### src/rtl/crossbar_pkg.sv
// crossbar_pkg
//   Shared types for the AXI-Stream crossbar.
//   arb_mode_t  : arbitration policy of an output-port arbiter.
//   arb_state_t : packet-lock FSM state of an output-port arbiter.
package crossbar_pkg;

  typedef enum logic {
    ARB_RR    = 1'b0,
    ARB_FIXED = 1'b1
  } arb_mode_t;

  typedef enum logic {
    IDLE = 1'b0,
    LOCK = 1'b1
  } arb_state_t;

endpackage

### src/rtl/stream_arbiter_rr_pick.sv
// rr_pick
//   Combinational rotating-priority picker. Searches req starting at index
//   base and wrapping upward; the first set bit wins.
//   Ports:
//     req   in  N   request vector
//     base  in  IW  index searched first
//     found out 1   at least one request set
//     idx   out IW  winning index (0 when nothing found)
module rr_pick #(
  parameter int N  = 2,
  parameter int IW = 1
) (
  input  logic [N-1:0]  req,
  input  logic [IW-1:0] base,
  output logic          found,
  output logic [IW-1:0] idx
);

  int j;

  always_comb begin
    found = 1'b0;
    idx   = '0;
    j     = 0;
    for (int k = 0; k < N; k++) begin
      j = int'(base) + k;
      if (j >= N) j = j - N;
      if (!found && req[j]) begin
        found = 1'b1;
        idx   = IW'(j);
      end
    end
  end

endmodule

### src/rtl/stream_arbiter.sv
// stream_arbiter
//   Packet-locked output-port arbiter for one master port of the AXI-Stream
//   crossbar. Picks one of S_DATA_COUNT slave streams whose tdest equals
//   `number`, holds the grant until the beat carrying last, and drives a
//   registered output beat.
//   Ports:
//     clk, rst_n   clock, asynchronous active-low reset
//     number       index of this master port (static)
//     s_data_i     slave tdata, S_DATA_COUNT lanes of T_DATA_WIDTH
//     s_dest_i     slave tdest, S_DATA_COUNT lanes of T_DEST_WIDTH
//     s_last_i     slave tlast
//     s_valid_i    slave tvalid
//     s_ready_o    slave tready, one-hot or zero
//     m_data_o     output tdata (registered)
//     m_id_o       source index of the output beat (registered)
//     m_last_o     output tlast (registered)
//     m_valid_o    output tvalid (registered)
//     m_ready_i    downstream tready
//     busy_o       high while a packet grant is held (FSM state LOCK)
//
// Handshake: on every stream a beat moves on the rising edge where valid and
// ready are both high; valid never waits for ready, and a source holds its
// beat stable until it is taken.
module stream_arbiter
  import crossbar_pkg::*;
#(
  parameter int S_DATA_COUNT = 2,
  parameter int M_DATA_COUNT = 3,
  parameter int T_DATA_WIDTH = 8,
  parameter int ARB_MODE     = 0,
  parameter int WEIGHT       = 1,
  localparam int T_ID___WIDTH = $clog2(S_DATA_COUNT),
  localparam int T_DEST_WIDTH = $clog2(M_DATA_COUNT)
) (
  input  logic                                 clk,
  input  logic                                 rst_n,
  input  logic [T_DEST_WIDTH-1:0]              number,
  input  logic [T_DATA_WIDTH*S_DATA_COUNT-1:0] s_data_i,
  input  logic [T_DEST_WIDTH*S_DATA_COUNT-1:0] s_dest_i,
  input  logic [S_DATA_COUNT-1:0]              s_last_i,
  input  logic [S_DATA_COUNT-1:0]              s_valid_i,
  output logic [S_DATA_COUNT-1:0]              s_ready_o,
  output logic [T_DATA_WIDTH-1:0]              m_data_o,
  output logic [T_ID___WIDTH-1:0]              m_id_o,
  output logic                                 m_last_o,
  output logic                                 m_valid_o,
  input  logic                                 m_ready_i,
  output logic                                 busy_o
);

  localparam logic [3:0]              WEIGHT_C = 4'(WEIGHT);
  localparam logic [T_ID___WIDTH-1:0] LAST_IDX = T_ID___WIDTH'(S_DATA_COUNT - 1);
  localparam bit                      IS_FIXED = (ARB_MODE == int'(ARB_FIXED));

  arb_state_t              state_q;
  logic [T_ID___WIDTH-1:0] grant_q;
  logic [T_ID___WIDTH-1:0] ptr_q;
  logic [3:0]              credit_q;

  logic [S_DATA_COUNT-1:0] eligible;
  logic [T_ID___WIDTH-1:0] search_base;
  logic                    pick_found;
  logic [T_ID___WIDTH-1:0] pick_idx;
  logic                    sticky;
  logic                    any_win;
  logic [T_ID___WIDTH-1:0] win_idx;
  logic                    out_free;
  logic                    fire;
  logic [T_DATA_WIDTH-1:0] sel_data;
  logic                    sel_last;

  always_comb begin
    for (int i = 0; i < S_DATA_COUNT; i++) begin
      eligible[i] = s_valid_i[i] &&
                    (s_dest_i[i*T_DEST_WIDTH +: T_DEST_WIDTH] == number);
    end
  end

  // Fixed priority always searches from 0. Round-robin searches from the
  // slot after the last winner, wrapping.
  always_comb begin
    if (IS_FIXED) search_base = '0;
    else if (ptr_q == LAST_IDX) search_base = '0;
    else search_base = ptr_q + 1'b1;
  end

  rr_pick #(
    .N  (S_DATA_COUNT),
    .IW (T_ID___WIDTH)
  ) u_pick (
    .req   (eligible),
    .base  (search_base),
    .found (pick_found),
    .idx   (pick_idx)
  );

  // The last winner may win again while it still has credit. credit_q == 0
  // only after reset, when no source has won yet, so ptr_q is not a real
  // previous winner and the search starts at 0 instead.
  assign sticky  = !IS_FIXED && (credit_q != 4'd0) && (credit_q < WEIGHT_C) &&
                   eligible[ptr_q];
  assign any_win = sticky || pick_found;
  assign win_idx = sticky ? ptr_q : pick_idx;

  // The output register can take a beat when it is empty or being drained.
  assign out_free = ~m_valid_o | m_ready_i;
  assign fire     = (state_q == LOCK) && s_valid_i[grant_q] && out_free;
  assign sel_data = s_data_i[int'(grant_q)*T_DATA_WIDTH +: T_DATA_WIDTH];
  assign sel_last = s_last_i[grant_q];

  always_comb begin
    s_ready_o = '0;
    if (state_q == LOCK) s_ready_o[grant_q] = out_free;
  end

  assign busy_o = (state_q == LOCK);

  always_ff @(posedge clk or negedge rst_n) begin
    if (!rst_n) begin
      state_q  <= IDLE;
      grant_q  <= '0;
      ptr_q    <= LAST_IDX;
      credit_q <= 4'd0;
    end else begin
      case (state_q)
        IDLE: begin
          if (any_win) begin
            state_q <= LOCK;
            grant_q <= win_idx;
            if (!IS_FIXED) begin
              if (sticky) begin
                credit_q <= credit_q + 4'd1;
              end else begin
                ptr_q    <= pick_idx;
                credit_q <= 4'd1;
              end
            end
          end
        end
        LOCK: begin
          // tdest is not re-checked mid-packet; only last ends the lock.
          if (fire && sel_last) state_q <= IDLE;
        end
        default: state_q <= IDLE;
      endcase
    end
  end

  always_ff @(posedge clk or negedge rst_n) begin
    if (!rst_n) begin
      m_valid_o <= 1'b0;
      m_data_o  <= '0;
      m_id_o    <= '0;
      m_last_o  <= 1'b0;
    end else if (fire) begin
      m_valid_o <= 1'b1;
      m_data_o  <= sel_data;
      m_id_o    <= grant_q;
      m_last_o  <= sel_last;
    end else if (m_ready_i) begin
      m_valid_o <= 1'b0;
    end
  end

endmodule

### config.mk
export PLATFORM = sky130hd
export DESIGN_NAME = stream_arbiter
export DESIGN_NICKNAME = d
export VERILOG_FILES = /design/src/rtl/crossbar_pkg.sv /design/src/rtl/stream_arbiter_rr_pick.sv /design/src/rtl/stream_arbiter.sv
export SDC_FILE = /design/constraint.sdc
export NUM_CORES = 1
export LEC_CHECK = 0
export CAP_MARGIN = 20
export CORE_ASPECT_RATIO = 1.4
export CORE_MARGIN = 8
export CORE_UTILIZATION = 25
export CTS_CLUSTER_SIZE = 14
export DETAILED_ROUTE_END_ITERATION = 8
export PLACE_DENSITY_LB_ADDON = 0.1
export SLEW_MARGIN = 5
export SYNTH_ARGS = -nofsm -noshare
export SYNTH_HDL_FRONTEND = slang
export SYNTH_HIERARCHICAL = 1
export SYNTH_SLANG_ARGS = --single-unit
### constraint.sdc
create_clock -name clk -period 1.3 [get_ports clk]
set_input_delay 0.13 -clock clk [delete_from_list [all_inputs] [get_ports clk]]
set_output_delay 0.13 -clock clk [all_outputs]
set_load 0.01 [all_outputs]
==> flow_summary.json, run 1 <==
{
  "antenna_found_initial": 0,
  "yosysUniqueCellTypes": 19,
  "nets": 147,
  "setup_slack_ns": -0.175,
  "synth_compound_area_share_pct": 2.11,
  "ctsHtreeMaxLevel": 1,
  "max_freq_mhz": 678,
  "clock_skew_ns": 0.00440,
  "grt_max_degree": 15,
  "clock_latency_ns": 0.24,
  "fp.dieW_um": 63.0,
  "numClockSinks": 14,
  "ioPinCount": 43,
  "gp_congestion": 0.709,
  "hpwlAfterDp_um": 1660,
  "vias": 665,
  "final_max_slew_viol_count": 0,
  "rr_worst_depth": 5,
  "setup_viol": 13,
  "fp-row-count": 24,
  "syn_area_um2": 772,
  "wl_per_cell_um": 13.5,
  "grt_pass1_vias": 736,
  "async_flop_share_pct": 100,
  "finalNonFillerCells": 156,
  "floorplan.initialDensity_pct": 25.5,
  "yosys_warnings": 6,
  "critPathRequiredTime_ns": 1.42,
  "drt_pass1_iterations": 4,
  "power.total_mw": 2.68,
  "grt_overflow": 0,
  "drtAntennaViolNets": 0,
  "design_area_mm2": 0.00139,
  "portBuffers": 42,
  "ir_drop_v": 0.000742,
  "drt_iter0_drc": 17,
  "syn_area_per_cell_um2": 12.7,
  "synth_edf_count": 0,
  "dp.cells": 148,
  "gr-usage-all-layers_pct": 8.25,
  "hold_viol_final": 0,
  "hold_path_class": "primary input to async pin",
  "die_area_mm2": 0.00515,
  "clk_pin_slew_ns": 0.06,
  "root_buffer": "clkbuf_8",
  "synthMuxAreaShare_pct": 33.2,
  "synth-main-ff-cell": "dfrtp_1",
  "fillers": 299,
  "syn_to_final_growth_pct": 80.6,
  "crit_path_end_kind": "flop",
  "synthSimpleGateAreaFrac_pct": 11.0,
  "synth_seq_cells": 14,
  "power_density_mw_per_mm2": 1920,
  "synthesis.nets": 90,
  "period_share_pct": 113,
  "yosysSeqAreaShare_pct": 45.5,
  "clock_path_buffers": 2,
  "mostFrequentLayoutCell": "clkdlybuf4s50_1",
  "wl_um": 2100,
  "cts_buffers": 3,
  "final_cell_mix": "clkdlybuf4s50_1 (36), dfrtp_1 (13), mux2_4 (10), mux2_2 (8), buf_4 (8)",
  "violations": "negative setup slack",
  "crit_type": "flop to flop",
  "hold_slack_ns": 0.204,
  "crit_path_start_kind": "flop",
  "critPathMaxFanout": 9,
  "synth_xor_xnor_area_share_pct": 4.54,
  "core_mm2": 0.00303,
  "synth-adder-area-share_pct": 0,
  "cp.arrival_ns": 1.60,
  "die_y_um": 81.8,
  "antenna_cells": 0,
  "place_area_mm2": 0.00130,
  "cts_tree": "built",
  "rsz0062_at_grt": "true",
  "vias_per_cell": 4.26,
  "tightest_slew_ns": 0.197,
  "slew_headroom_pct": 86.5,
  "p_leak_nw": 0.666,
  "drv_cap": 0,
  "ctsHoldBuffers": 0,
  "drive_gt1_share_pct": 32.5,
  "period_minus_slack_ns": 1.47,
  "route.detailed.drc": 0,
  "syn_inst": 61,
  "synth_top_family_by_area": "multiplexers",
  "grt_pass1_wl_um": 3350,
  "outcome": "complete, but fails checks",
  "postLayoutCoreUtil_pct": 46.0
}
stage by stage:
stage | setup WS (ns) | TNS, ns
detailed placement | -0.242 | -3.21
CTS | -0.167 | -1.66
floorplan | -0.0865 | -0.692
global placement | -0.220 | -2.92
global route | -0.211 | -2.34
finish | -0.175 | -1.83
repair_timing:
item,4_1_cts,5_1_grt
endpoints found under the setup margin,14,16
resized for setup,12,7
setup buffers,3,2
endpoints found under the hold margin,0,0
flip-flops by register name, indices dropped and copies added (netlist names):
register	flops
m_last_o	1
busy_o	1
m_id_o	1
grant_q	1
ptr_q	1
m_data_o	8
m_valid_o	1
cell type report:
class	count	area (um2)	area share (%)
clock buffer	4	45.0	3.23
inverter	3	11.3	0.808
multi-input combinational	42	407	29.2
sequential	14	352	25.2
tap	39	48.8	3.50
timing repair buffer	54	531	38.1
per-layer routing:
metal,vias to the layer above,GRT usage [%],routed length [um]
met2,25,15.4,1100
met1,318,8.21,832
met5,-,0,0
li1,320,-,-
met3,2,2.46,144
met4,0,4.12,21
critical path, cell delays in order, from the launching register on:
cell,delay (ns)
dfrtp_1,0.39
buf_6,0.13
mux2_4,0.31
nand3_4,0.09
buf_12,0.14
mux2_4,0.29
power by group:
part / switching (mW) / total (mW) / leakage, nW / internal [mW]
registers: 0.107 / 0.762 / 0.166 / 0.656
clock network: 0.151 / 0.367 / 0.0228 / 0.216
logic: 0.550 / 1.55 / 0.478 / 1.00
total: 0.808 / 2.68 / 0.666 / 1.88
path summary, 6_finish.rpt:
check	start	end	slack (ns)
max reg2reg	grant_q	m_data_o[2]	-0.17
min reg2reg	ptr_q	ptr_q	0.46
min	rst_n	m_data_o[7]	0.20
min in group clk	ptr_q	ptr_q	0.46
max	grant_q	m_data_o[2]	-0.17
max in group asynchronous	rst_n	ptr_q	0.85
cell usage after synthesis (all sizes together), types with 2 or more instances:
cell type / number / share of area [%]
inv: 3 / 1.5
nand2: 7 / 3.4
dfrtp: 13 / 42
buf: 2 / 2.1
mux2: 18 / 31
mux2i: 2 / 2.6
xnor2: 4 / 4.5
nand2b: 2 / 1.6
and3: 3 / 2.4
kinds of logic (layout without fill, tap and decap cells):
group                     after synthesis  after routing
AOI/OAI and AO/OA                       2              2
and+or+nand+nor                        16             16
muxes                                  20             20
DFF                                    14             14
buffers and inverters                   5             61
xor gates and xnor gates                4              4
No activity file was read; power rests on OpenSTA's default activity.
==> run 2: changes to the inputs <==
--- a/config.mk
+++ b/config.mk
@@ -6,12 +6,12 @@
 export NUM_CORES = 1
 export LEC_CHECK = 0
 export CAP_MARGIN = 20
-export CORE_ASPECT_RATIO = 1.4
+export CORE_ASPECT_RATIO = 0.5
 export CORE_MARGIN = 8
 export CORE_UTILIZATION = 25
 export CTS_CLUSTER_SIZE = 14
 export DETAILED_ROUTE_END_ITERATION = 8
-export PLACE_DENSITY_LB_ADDON = 0.1
+export PLACE_DENSITY = 0.57
 export SLEW_MARGIN = 5
 export SYNTH_ARGS = -nofsm -noshare
 export SYNTH_HDL_FRONTEND = slang
==> run 2 against run 1 <==
Effect of this change:
- the flow still finishes with violations (negative setup slack)
- largest power group unchanged
- highest routed layer unchanged
- register-to-register slack about the same
- setup slack better by 0.012 ns
- combinational power down 6%
- clock power about the same
- wire length down 3.7%
==> flow_summary.json, run 2 (synthesis results as in run 1) <==
{
  "place_area_mm2": 0.00128,
  "setup_slack_ns": -0.163,
  "fp.dieW_um": 94.6,
  "hpwlAfterDp_um": 1660,
  "busiest_layer": "met2",
  "ir_drop_v": 0.000755,
  "crit_type": "flop to flop",
  "multiInputGateArea_um2": 404,
  "cpMostUsedCell": "mux2_4",
  "grt_overflow": 0,
  "postLayoutCoreUtil_pct": 46.6,
  "seqPwrFrac_pct": 30.3,
  "power.total_mw": 2.60,
  "portBuffers": 42,
  "hold_viol_final": 0,
  "rsz0062_at_grt": "true",
  "clock_skew_ns": 0.000417,
  "gp_congestion": 0.697,
  "finalNonFillerCells": 155,
  "tightest_slew_ns": 0.259,
  "ctsHtreeMaxLevel": 1,
  "die_y_um": 55.3,
  "setup_viol": 11,
  "numClockSinks": 14,
  "swShare_pct": 30.3,
  "period_minus_slack_ns": 1.46,
  "hold_slack_ns": 0.120,
  "worstPathBufferInverterCount": 2,
  "core_mm2": 0.00298,
  "pwr-share-clk_pct": 14.1,
  "clk_pin_slew_ns": 0.06,
  "crit_path_start_kind": "flop",
  "vias": 628,
  "reg2reg_slack_ns": -0.16,
  "drv_cap": 0,
  "regMostFlops": "m_data_o",
  "p_sw_mw": 0.789,
  "cts_buffers": 3,
  "drive_gt1_share_pct": 31.3,
  "design_area_mm2": 0.00139,
  "antenna_cells": 0,
  "die_area_mm2": 0.00523,
  "fin_setup_tns_ns": -1.50,
  "ioPinCount": 43,
  "hold_path_class": "primary input to async pin",
  "largest_register_ffs": 8,
  "violations": "negative setup slack",
  "grt_pass1_wl_um": 3440,
  "grt_max_degree": 10,
  "slowest_stage": "dfrtp_1",
  "wl_per_cell_um": 13.1,
  "cts_tree": "built",
  "ctsHoldBuffers": 0,
  "crit_path_end_kind": "flop",
  "use_met3_pct": 2.83,
  "clock_path_buffers": 2,
  "gr-usage-all-layers_pct": 8.32,
  "cp.arrival_ns": 1.59,
  "floorplan.initialDensity_pct": 25.9,
  "period_share_pct": 113,
  "critPathMaxFanout": 8,
  "mostFrequentLayoutCell": "clkdlybuf4s50_1",
  "dp.cells": 147,
  "p_int_mw": 1.81,
  "syn_to_final_growth_pct": 79.7,
  "fillers": 281,
  "final_cell_mix": "clkdlybuf4s50_1 (31), dfrtp_1 (12), mux2_4 (10), mux2_2 (8), dlymetal6s2s_1 (8)",
  "drt_iter0_drc": 12,
  "outcome": "complete, but fails checks",
  "power_density_mw_per_mm2": 1880,
  "clock_latency_ns": 0.24,
  "drt_pass1_iterations": 4,
  "critPathMaxStageDelay_ns": 0.38,
  "antenna_found_initial": 0,
  "max_freq_mhz": 683,
  "path_delay_family": "multiplexers",
  "drtAntennaViolNets": 0,
  "regArea_um2": 353,
  "fp-row-count": 14,
  "route.detailed.drc": 0,
  "crit_path_cell_trace": "buf_6 > mux2_4 > nand3_4 > buf_12 > mux2_4",
  "grt_pass1_vias": 689,
  "met1_usage_pct": 8.65,
  "p_leak_nw": 0.709,
  "vias_per_cell": 4.05,
  "critPathRequiredTime_ns": 1.43,
  "nets": 145,
  "final_max_slew_viol_count": 0,
  "dpl_worst_slack_ns": -0.276,
  "wl_um": 2030,
  "root_buffer": "clkbuf_8",
  "gr-usage-met2_pct": 15.3,
  "p_comb_share_pct": 55.7,
  "slew_headroom_pct": 82.7
}
## run 2: cell count changes in the layout (fill, tap and decap cells not counted), sizes merged
cell,change
buf,-2
dlymetal6s2s,+5
clkdlybuf4s50,-5
## run 2: repair_timing
action,CTS,global route
resized for setup,14,9
hold endpoints to repair,0,0
pin swaps,2,1
endpoints found under the setup margin,12,20
buffers inserted,5,1
## run 2: worst paths after layout
path / startpoint / endpoint / depth (start not counted)
max: grant_q / m_data_o[2] / 5
min: rst_n / m_data_o[7] / 1
max reg2reg: grant_q / m_data_o[2] / 5
min reg2reg: ptr_q / ptr_q / 2
max in group asynchronous: rst_n / m_data_o[4] / 2
min in group clk: ptr_q / ptr_q / 2
## run 2: area by class of cell
type,instances,share of cell area [%]
Clock buffer,4,3.25
Inverter,3,0.812
Multi-Input combinational cell,42,29.1
Sequential cell,14,25.4
Tap cell,40,3.61
Timing Repair Buffer,52,37.8
## run 2: metal layers
layer | routed length [um] | part of all wire, % | vias up
met5 | 0 | 0 | -
met4 | 20 | 0.99 | 0
met3 | 42 | 2.1 | 2
met2 | 1150 | 57 | 6
met1 | 812 | 40 | 305
li1 | - | - | 315
## run 2: power groups by stage
stage / clock, mW / sequential (mW) / combinational [mW]
after floorplan: 0 / 0.881 / 0.612
after global placement: 0 / 0.800 / 1.42
after detailed placement: 0 / 0.801 / 1.42
after CTS: 0.373 / 0.798 / 1.52
after global routing: 0.404 / 0.819 / 1.56
final: 0.366 / 0.789 / 1.45
